## src/rtl/tof_sequencer.sv

```systemverilog
// Ultrasound time-of-flight sequencer: TX burst, receive blanking,
// first-echo-edge capture or timeout, result on a valid/ready port.
module tof_sequencer #(
    parameter int CNT_WIDTH    = 16,
    parameter int BURST_WIDTH  = 4,
    parameter int HP_WIDTH     = 8,
    parameter int ECHO_LATENCY = 2
) (
    input  logic                   clk,
    input  logic                   rst_n,
    input  logic                   start,
    input  logic                   abort,
    input  logic [BURST_WIDTH-1:0] burst_len,
    input  logic [HP_WIDTH-1:0]    half_period,
    input  logic [CNT_WIDTH-1:0]   blank_cycles,
    input  logic [CNT_WIDTH-1:0]   timeout_cycles,
    input  logic                   echo_in,
    output logic                   tx_out,
    output logic                   busy,
    output logic                   meas_valid,
    input  logic                   meas_ready,
    output logic [CNT_WIDTH-1:0]   meas_tof,
    output logic                   meas_timeout
);

    localparam int HALF_W = BURST_WIDTH + 1;

    typedef enum logic [2:0] {
        IDLE,
        BURST,
        BLANK,
        LISTEN,
        REPORT
    } state_t;

    state_t state, state_n;

    logic [BURST_WIDTH-1:0] bl_q;
    logic [HP_WIDTH-1:0]    hp_q;
    logic [CNT_WIDTH-1:0]   blank_q;
    logic [CNT_WIDTH-1:0]   timeout_q;
    logic [CNT_WIDTH-1:0]   cnt;
    logic [HP_WIDTH-1:0]    hp_cnt;
    logic [HALF_W-1:0]      half_cnt;
    logic                   echo_q;

    logic                   edge_det;
    logic                   hp_end;
    logic                   burst_end;
    logic                   timed_out;
    logic                   blank_end;
    logic                   accept;
    logic [CNT_WIDTH-1:0]   echo_tof;

    assign busy = (state != IDLE);

    // Next-state decode and per-cycle condition flags
    always_comb begin
        state_n   = state;
        edge_det  = echo_in && !echo_q;
        hp_end    = (hp_cnt == hp_q - HP_WIDTH'(1));
        burst_end = hp_end && (half_cnt == {bl_q, 1'b0} - HALF_W'(1));
        timed_out = (cnt >= timeout_q);
        blank_end = (cnt >= blank_q);
        accept    = meas_valid && meas_ready;
        echo_tof  = '0;
        if (cnt >= CNT_WIDTH'(ECHO_LATENCY)) begin
            echo_tof = cnt - CNT_WIDTH'(ECHO_LATENCY);
        end
        unique case (state)
            IDLE: begin
                if (start) begin
                    state_n = (burst_len == '0) ? BLANK : BURST;
                end
            end
            BURST: begin
                if (abort)          state_n = IDLE;
                else if (burst_end) state_n = BLANK;
            end
            BLANK: begin
                if (abort)          state_n = IDLE;
                else if (timed_out) state_n = REPORT;
                else if (blank_end) state_n = LISTEN;
            end
            LISTEN: begin
                if (abort)                      state_n = IDLE;
                else if (edge_det || timed_out) state_n = REPORT;
            end
            REPORT: begin
                if (accept) state_n = IDLE;
            end
            default: state_n = IDLE;
        endcase
    end

    // State register
    always_ff @(posedge clk or negedge rst_n) begin
        if (!rst_n) state <= IDLE;
        else        state <= state_n;
    end

    // Snapshot of the configuration taken when a measurement starts
    always_ff @(posedge clk or negedge rst_n) begin
        if (!rst_n) begin
            bl_q      <= '0;
            hp_q      <= '0;
            blank_q   <= '0;
            timeout_q <= '0;
        end else if (state == IDLE && start) begin
            bl_q      <= burst_len;
            hp_q      <= (half_period == '0) ? HP_WIDTH'(1) : half_period;
            blank_q   <= blank_cycles;
            timeout_q <= timeout_cycles;
        end
    end

    // Saturating time-of-flight counter, frozen in IDLE and REPORT
    always_ff @(posedge clk or negedge rst_n) begin
        if (!rst_n) begin
            cnt <= '0;
        end else if (state == IDLE) begin
            if (start) cnt <= '0;
        end else if (state != REPORT && cnt != '1) begin
            cnt <= cnt + CNT_WIDTH'(1);
        end
    end

    // TX square wave: hp-cycle half periods, 2*burst_len of them
    always_ff @(posedge clk or negedge rst_n) begin
        if (!rst_n) begin
            tx_out   <= 1'b0;
            hp_cnt   <= '0;
            half_cnt <= '0;
        end else if (state == IDLE) begin
            hp_cnt   <= '0;
            half_cnt <= '0;
            tx_out   <= start && (burst_len != '0);
        end else if (state == BURST && !abort) begin
            if (hp_end) begin
                hp_cnt   <= '0;
                half_cnt <= half_cnt + HALF_W'(1);
                tx_out   <= burst_end ? 1'b0 : ~tx_out;
            end else begin
                hp_cnt <= hp_cnt + HP_WIDTH'(1);
            end
        end else begin
            tx_out <= 1'b0;
        end
    end

    // Echo history, updated in every state so a level is never an edge
    always_ff @(posedge clk or negedge rst_n) begin
        if (!rst_n) echo_q <= 1'b0;
        else        echo_q <= echo_in;
    end

    // Result capture on entry to REPORT; valid drops after the transfer
    always_ff @(posedge clk or negedge rst_n) begin
        if (!rst_n) begin
            meas_valid   <= 1'b0;
            meas_tof     <= '0;
            meas_timeout <= 1'b0;
        end else if (state != REPORT && state_n == REPORT) begin
            meas_valid <= 1'b1;
            if (state == LISTEN && edge_det) begin
                meas_tof     <= echo_tof;
                meas_timeout <= 1'b0;
            end else begin
                meas_tof     <= timeout_q;
                meas_timeout <= 1'b1;
            end
        end else if (accept) begin
            meas_valid <= 1'b0;
        end
    end

endmodule

```

## config.mk

```make
export PLATFORM = sky130hd
export DESIGN_NAME = tof_sequencer
export DESIGN_NICKNAME = d
export VERILOG_FILES = /design/src/rtl/tof_sequencer.sv
export SDC_FILE = /design/constraint.sdc
export NUM_CORES = 1
export LEC_CHECK = 0
export ABC_AREA = 1
export BUFFER_PORTS_ARGS = -buffer_cell sky130_fd_sc_hd__buf_2
export CORE_UTILIZATION = 59
export CTS_CLUSTER_SIZE = 10
export DETAILED_ROUTE_END_ITERATION = 7
export PLACE_DENSITY = 0.88
export SLEW_MARGIN = 10
export SYNTH_ARGS = -nofsm -noshare
export SYNTH_HDL_FRONTEND = slang
export SYNTH_SLANG_ARGS = --single-unit
export TNS_END_PERCENT = 50
```

## constraint.sdc

```tcl
create_clock -name clk -period 2.65 [get_ports clk]
set_clock_uncertainty 0.15 [all_clocks]
set_input_delay 0.1325 -clock clk [delete_from_list [all_inputs] [get_ports clk]]
set_output_delay 0.1325 -clock clk [all_outputs]
set_load 0.01 [all_outputs]
```

---- Word level (Yosys, flattened, before mapping) ----
Index checks and enable logic that the tools add are counted.
operators by class
  eq/ne operators ......................... 11
  add/subtract/negate cells ............... 6
  reductions and logical operators ........ 23
  bitwise gates (word level) .............. 1
  mux-type cells .......................... 30
  $lt $le $gt $ge ......................... 3
operators with widths
  operator                                                                number
  16-bit 2-to-1 mux                                                       5
  16-bit >= comparator                                                    2
  8-bit 2-to-1 mux                                                        4
  3-bit 2-to-1 mux                                                        9
  16-bit by 1-bit adder with 16-bit output, second input constant         1
  16-bit by 2-bit >= comparator with 1-bit output, second input constant  1
  16-bit inequality test, second input constant                           1
  16-bit by 2-bit subtractor with 16-bit output, second input constant    1
  5-bit 2-to-1 mux                                                        3
  3-bit one-hot mux with 5 select lines                                   1
  1-bit logical AND                                                       9
  8-bit by 1-bit adder with 8-bit output, second input constant           1
  8-bit equality test                                                     1
  8-bit logical NOT                                                       1
  2-bit nonzero test                                                      4
  8-bit by 1-bit subtractor with 8-bit output, second input constant      1
  1-bit 2-to-1 mux                                                        7
  3-bit by 2-bit equality test with 1-bit output, second input constant   2
  3-bit equality test, second input constant                              2
  3-bit inequality test, second input constant                            2
  5-bit by 1-bit adder with 5-bit output, second input constant           1
  5-bit equality test                                                     1
  5-bit by 1-bit subtractor with 5-bit output, second input constant      1
  4-bit logical NOT                                                       1
  10 further kinds                                                        12
storage, ports and cells
  output and inout bits ................... 20
  input bits .............................. 50
  register bits after elaboration ......... 96
  logic and storage cells ................. 87

---- Longest topological paths before layout ----
  depth after elaboration ................. 9
  mapped depth ............................ 18
  gate-level depth less buffers ........... 16

---- Least setup slack after synthesis ----
No wires, ideal clock.
  kind .................................... register to register
  from .................................... register cnt[0]
  to ...................................... register meas_tof[13]
  data arrival time ....................... 1.885 ns
  buffers on the path ..................... 2
  setup slack ............................. 0.498 ns
  cell stages (with the launch flop) ...... 14
  data required time ...................... 2.383 ns
  period minus slack after synthesis ...... 2.152 ns
  setup time .............................. 0.117 ns
  path through ............................ dfrtp_1 -> buf_2 -> inv_1 -> ha_1 -> nand3_1 -> nor3_1 -> nand2_1 -> nand3_1 -> nand4_1 -> nand3_2 -> nand2_2 -> buf_4 -> nand2_1 -> nand2_1
on the way
  cells in the longest elaborated chain, start to end .. 7
  elaborated cells on any way between the ends .. 15
  classes of those cells .................. add/sub (1); order compare (3); eq/ne (1); mux (8); reduce/logical (2)
ends and longest elaborated chain
  item                                                         line    text
  from (decl)                                                  42      logic [CNT_WIDTH-1:0] cnt;
  from (signal assigned)                                       124     cnt <= cnt + CNT_WIDTH'(1);
  16-bit >= comparator, on equally long branches               64, 63
  3-bit 2-to-1 mux / 1-bit logical OR (equally long branches)  83, 87
  3-bit 2-to-1 mux, on equally long branches                   82, 87
  3-bit 2-to-1 mux, on equally long branches                   81, 86
  3-bit one-hot mux with 5 select lines                        70      unique case (state)
  3-bit equality test                                          163     end else if (state != REPORT && state_n == REPORT) begin
  1-bit logical AND                                            163
  to (signal assigned)                                         166     meas_tof <= echo_tof;
  to (signal assigned)                                         169     meas_tof <= timeout_q;
  to (decl)                                                    22      output logic [CNT_WIDTH-1:0] meas_tof,
Several ways; a longest one is shown, not always the timed one.
A chain may end at the register's enable or synchronous reset.

---- Worst setup path after layout ----
  from .................................... register cnt[7]
  to ...................................... register meas_tof[3]
The elaborated chain is that of the path after synthesis.

==> flow_summary.json <==
{
  "design_area_mm2": 0.007154,
  "clk-insertion-delay-late_ns": 0.38,
  "cts_tree": "built",
  "clock_tree.htree_level_count": 3,
  "hold_ws_ns": 0.09977,
  "finalHoldViolations": 0,
  "timing.critical_path.from_type": "flop",
  "initial_core_utilization": 0.6053,
  "power_leakage_nw": 3.636,
  "drt_iter0_drc": 540,
  "final_non_filler_cell_total": 995,
  "largest_net_degree_at_the_start_of_global_routing": 75,
  "max-clock-path-buffers": 2,
  "synth_compound_gate_area_share": 0.1143,
  "power_per_cell_area_mw_per_mm2": 802.1,
  "slew_viol_final": 0,
  "die_h_um": 101.9,
  "clk_transition_reported_paths_ns": 0.10,
  "tritoncts.num_buffers": 9,
  "critPathArrivalTime_ns": 2.58,
  "syn-cell-area_mm2": 0.005889,
  "nets": 946,
  "synth.avg_cell_area_um2": 8.024,
  "numPortBuffers": 69,
  "max_slew.worst_pin.slew_ns": 0.6200,
  "vias": 5673,
  "cp_required_ns": 2.76,
  "yosysWarningCount": 0,
  "post-layout-total-power_w": 0.005738,
  "outcome": "completed",
  "timing.max_slew.rel_slack": 0.5828,
  "critical_path.endpoint_type": "flop",
  "clock_root_buffer": "clkbuf_8",
  "critical_path_class": "reg -> reg",
  "min_period_ns": 2.469,
  "design.portCount": 70,
  "simple_gate_share_of_the_synthesized_area": 0.2515,
  "mappedNetlistNets": 824,
  "grt_overflow_total": 0,
  "core_region_area_mm2": 0.009729,
  "max-cap-violations": 0,
  "dp.cells": 930,
  "number_of_global_route_vias_before_repair": 5432,
  "critical_path_peak_fanout": 18,
  "multi_input_area_mm2": 0.003014,
  "min-delay-path-class": "in -> reg",
  "synthCells": 734,
  "die-area_mm2": 0.01039,
  "detail_route.first_pass.iterations": 6,
  "finalWeightedCongestion": 1.058,
  "share_of_the_cycle_needed_by_the_critical_path_after_routing": 0.9318,
  "area_growth_pct": 21.48,
  "dp_hpwl_um": 10770,
  "totalWireLength_um": 16130,
  "seq_area_frac_synth": 0.4079,
  "postSynthRegisterBits": 96,
  "fp.dieW_um": 101.9,
  "max_fclk_mhz": 405.0,
  "initial_antenna_violation_count": 2,
  "rsz0062_at_grt": "no",
  "total_number_of_placement_rows": 36,
  "report.final.setup_viol": 0,
  "detail_route.drc_violations": 0,
  "mux_contribution_to_synthesized_area": 0,
  "post_synth_fa_ha_maj_area_fraction": 0.08498,
  "main_combinational_cell_family_by_area_after_synthesis": "simple AND/OR/NAND/NOR gates",
  "grtUsageTotal": 0.3255,
  "reg_area_mm2": 0.002404,
  "final_antenna_net_count": 0,
  "netlist-cell-type-count": 40,
  "peakVddDrop_mv": 0.3919,
  "final.setup.tns_ns": 0,
  "clock_sinks": 96,
  "dp_area_mm2": 0.006425,
  "grt_pass1_wl_um": 25750,
  "final.fill_count": 676,
  "final_layout_size_suffix_gt1_frac": 0.1581,
  "vias_per_inst": 5.702,
  "synthXorXnorAreaFrac": 0.06097,
  "wl_per_cell_um": 16.22
}
[stage by stage]
step,setup WS (ns),utilization
after global placement,0.3535,0.6604
final,0.1807,0.7353
after detailed placement,0.2775,0.6604
after CTS,0.2390,0.7347
after floorplan,0.4976,-
after global routing,0.02318,0.7353
[path summary, 6_finish.rpt]
path                              startpoint      endpoint  slack [ns]  cells past startpoint
worst max-delay path                  cnt[7]   meas_tof[3]        0.18                     10
worst min-delay path                   start       hp_q[7]         0.1                      5
worst max register to register        cnt[7]   meas_tof[3]        0.18                     10
worst min register to register  meas_tof[14]  meas_tof[14]        0.33                      2
max in group asynchronous              rst_n   half_cnt[2]        1.52                      3
min in group asynchronous              rst_n   meas_tof[4]        0.13                      2
[registers in the layout, indices dropped and copies added, names as in the netlist]
| signal | cells |
|---|---|
| blank_q | 16 |
| cnt | 16 |
| meas_tof | 16 |
| timeout_q | 16 |
| hp_cnt | 8 |
| hp_q | 8 |
| half_cnt | 5 |
| bl_q | 4 |
| state | 3 |
| echo_q | 1 |
| meas_timeout | 1 |
| meas_valid | 1 |
| tx_out | 1 |
[cells in the mapped netlist]
cell type | number | area (um^2)
buf_6 | 2 | 22.52
inv_1 | 88 | 330.3
buf_4 | 3 | 22.52
nor3_4 | 1 | 16.27
nor2_1 | 36 | 135.1
a21oi_2 | 1 | 8.760
clkinv_1 | 2 | 7.510
nand3b_1 | 3 | 22.52
nand3_1 | 50 | 250.2
o21ai_1 | 1 | 5.000
nand3_2 | 4 | 40.04
nand2_1 | 179 | 671.9
nor2_4 | 1 | 11.26
o21ai_2 | 8 | 70.07
o31ai_1 | 5 | 37.54
a21boi_0 | 1 | 7.510
inv_2 | 3 | 11.26
o22ai_2 | 1 | 12.51
dfrtp_1 | 96 | 2402
o21a_1 | 1 | 7.510
o21ai_0 | 56 | 280.3
o22ai_1 | 17 | 106.4
nand4_1 | 17 | 106.4
nor4_1 | 6 | 37.54
ha_1 | 40 | 500.5
a21o_1 | 2 | 15.01
a21oi_1 | 17 | 85.08
nand4_2 | 1 | 12.51
o2111ai_1 | 1 | 8.760
nor2_2 | 1 | 6.260
buf_2 | 12 | 60.06
nor3_1 | 19 | 95.09
clkbuf_1 | 5 | 18.77
nand2_2 | 3 | 18.77
a31oi_2 | 1 | 12.51
nor3_2 | 2 | 20.02
xor2_1 | 32 | 280.3
a21oi_4 | 1 | 16.27
xnor2_1 | 9 | 78.83
or2_2 | 6 | 37.54
[placed cells by master (no fill, tap or decap), types with 2 or more instances in the layout]
cell,n
nand2_1,179
dfrtp_1,95
inv_1,87
buf_2,68
o21ai_0,56
nand3_1,50
dlygate4sd3_1,48
ha_1,40
nor2_1,36
xor2_1,32
nor3_1,19
a21oi_1,17
nand4_1,17
o22ai_1,17
buf_4,15
clkbuf_8,10
xnor2_1,9
o21ai_2,8
nor4_1,6
or2_2,6
o31ai_1,5
nand3_2,4
inv_2,4
nand3b_1,3
nand2_2,3
bufinv_16,3
diode_2,2
clkinv_1,2
nor3_2,2
a21o_1,2
clkinvlp_4,2
buf_12,2
[worst max-delay path, cell delays in order, from the launching register on]
cell	delay [ns]
dfrtp_1	0.53
ha_1	0.36
nand2_1	0.10
nor3_1	0.29
nand2_1	0.13
nand3_1	0.16
nand4_1	0.12
nand3_2	0.10
nand2_2	0.19
nand2_1	0.14
nand2_1	0.08
[timing repair]
| item | 4_1_cts | 5_1_grt |
|---|---|---|
| hold buffers | 48 | 0 |
| gates resized for setup | 0 | 1 |
| buffers inserted | 0 | 0 |
| endpoints found under the hold margin | 88 | 0 |
| endpoints found under the setup margin | 0 | 2 |
[logic make-up (layout without fill, tap and decap cells)]
kind of cell	count (synthesis)	in the layout
other cells	0	2
compound gates	113	113
simple gates	329	329
fa+ha+maj	40	40
flops	96	96
buf+inv	115	241
xor+xnor	41	41
[power breakdown]
| part | internal, W | switching, W | total, W |
|---|---|---|---|
| combinational | 0.000922 | 0.00150 | 0.00242 |
| sequential | 0.00187 | 0.000260 | 0.00213 |
| clock | 0.000647 | 0.000533 | 0.00118 |
| total | 0.00344 | 0.00229 | 0.00574 |
[per-layer routing]
layer / GRT usage / share of wire / vias up
met5: 0 / 0 / -
met4: 0.1769 / 0.040 / 0
met3: 0.05746 / 0.082 / 66
met2: 0.5411 / 0.48 / 322
met1: 0.4050 / 0.40 / 2622
li1: - / - / 2663
[layout make-up]
cell class / instances / share of cell area
clock buffers: 10 / 0.01924
well taps: 133 / 0.02326
clock inverters: 5 / 0.01469
repair buffers: 133 / 0.1361
diodes: 2 / 0.0006995
multi-input cells: 523 / 0.4213
flip-flops and latches: 96 / 0.3360
inverters: 93 / 0.04879
(Power assumes the default switching activity.)
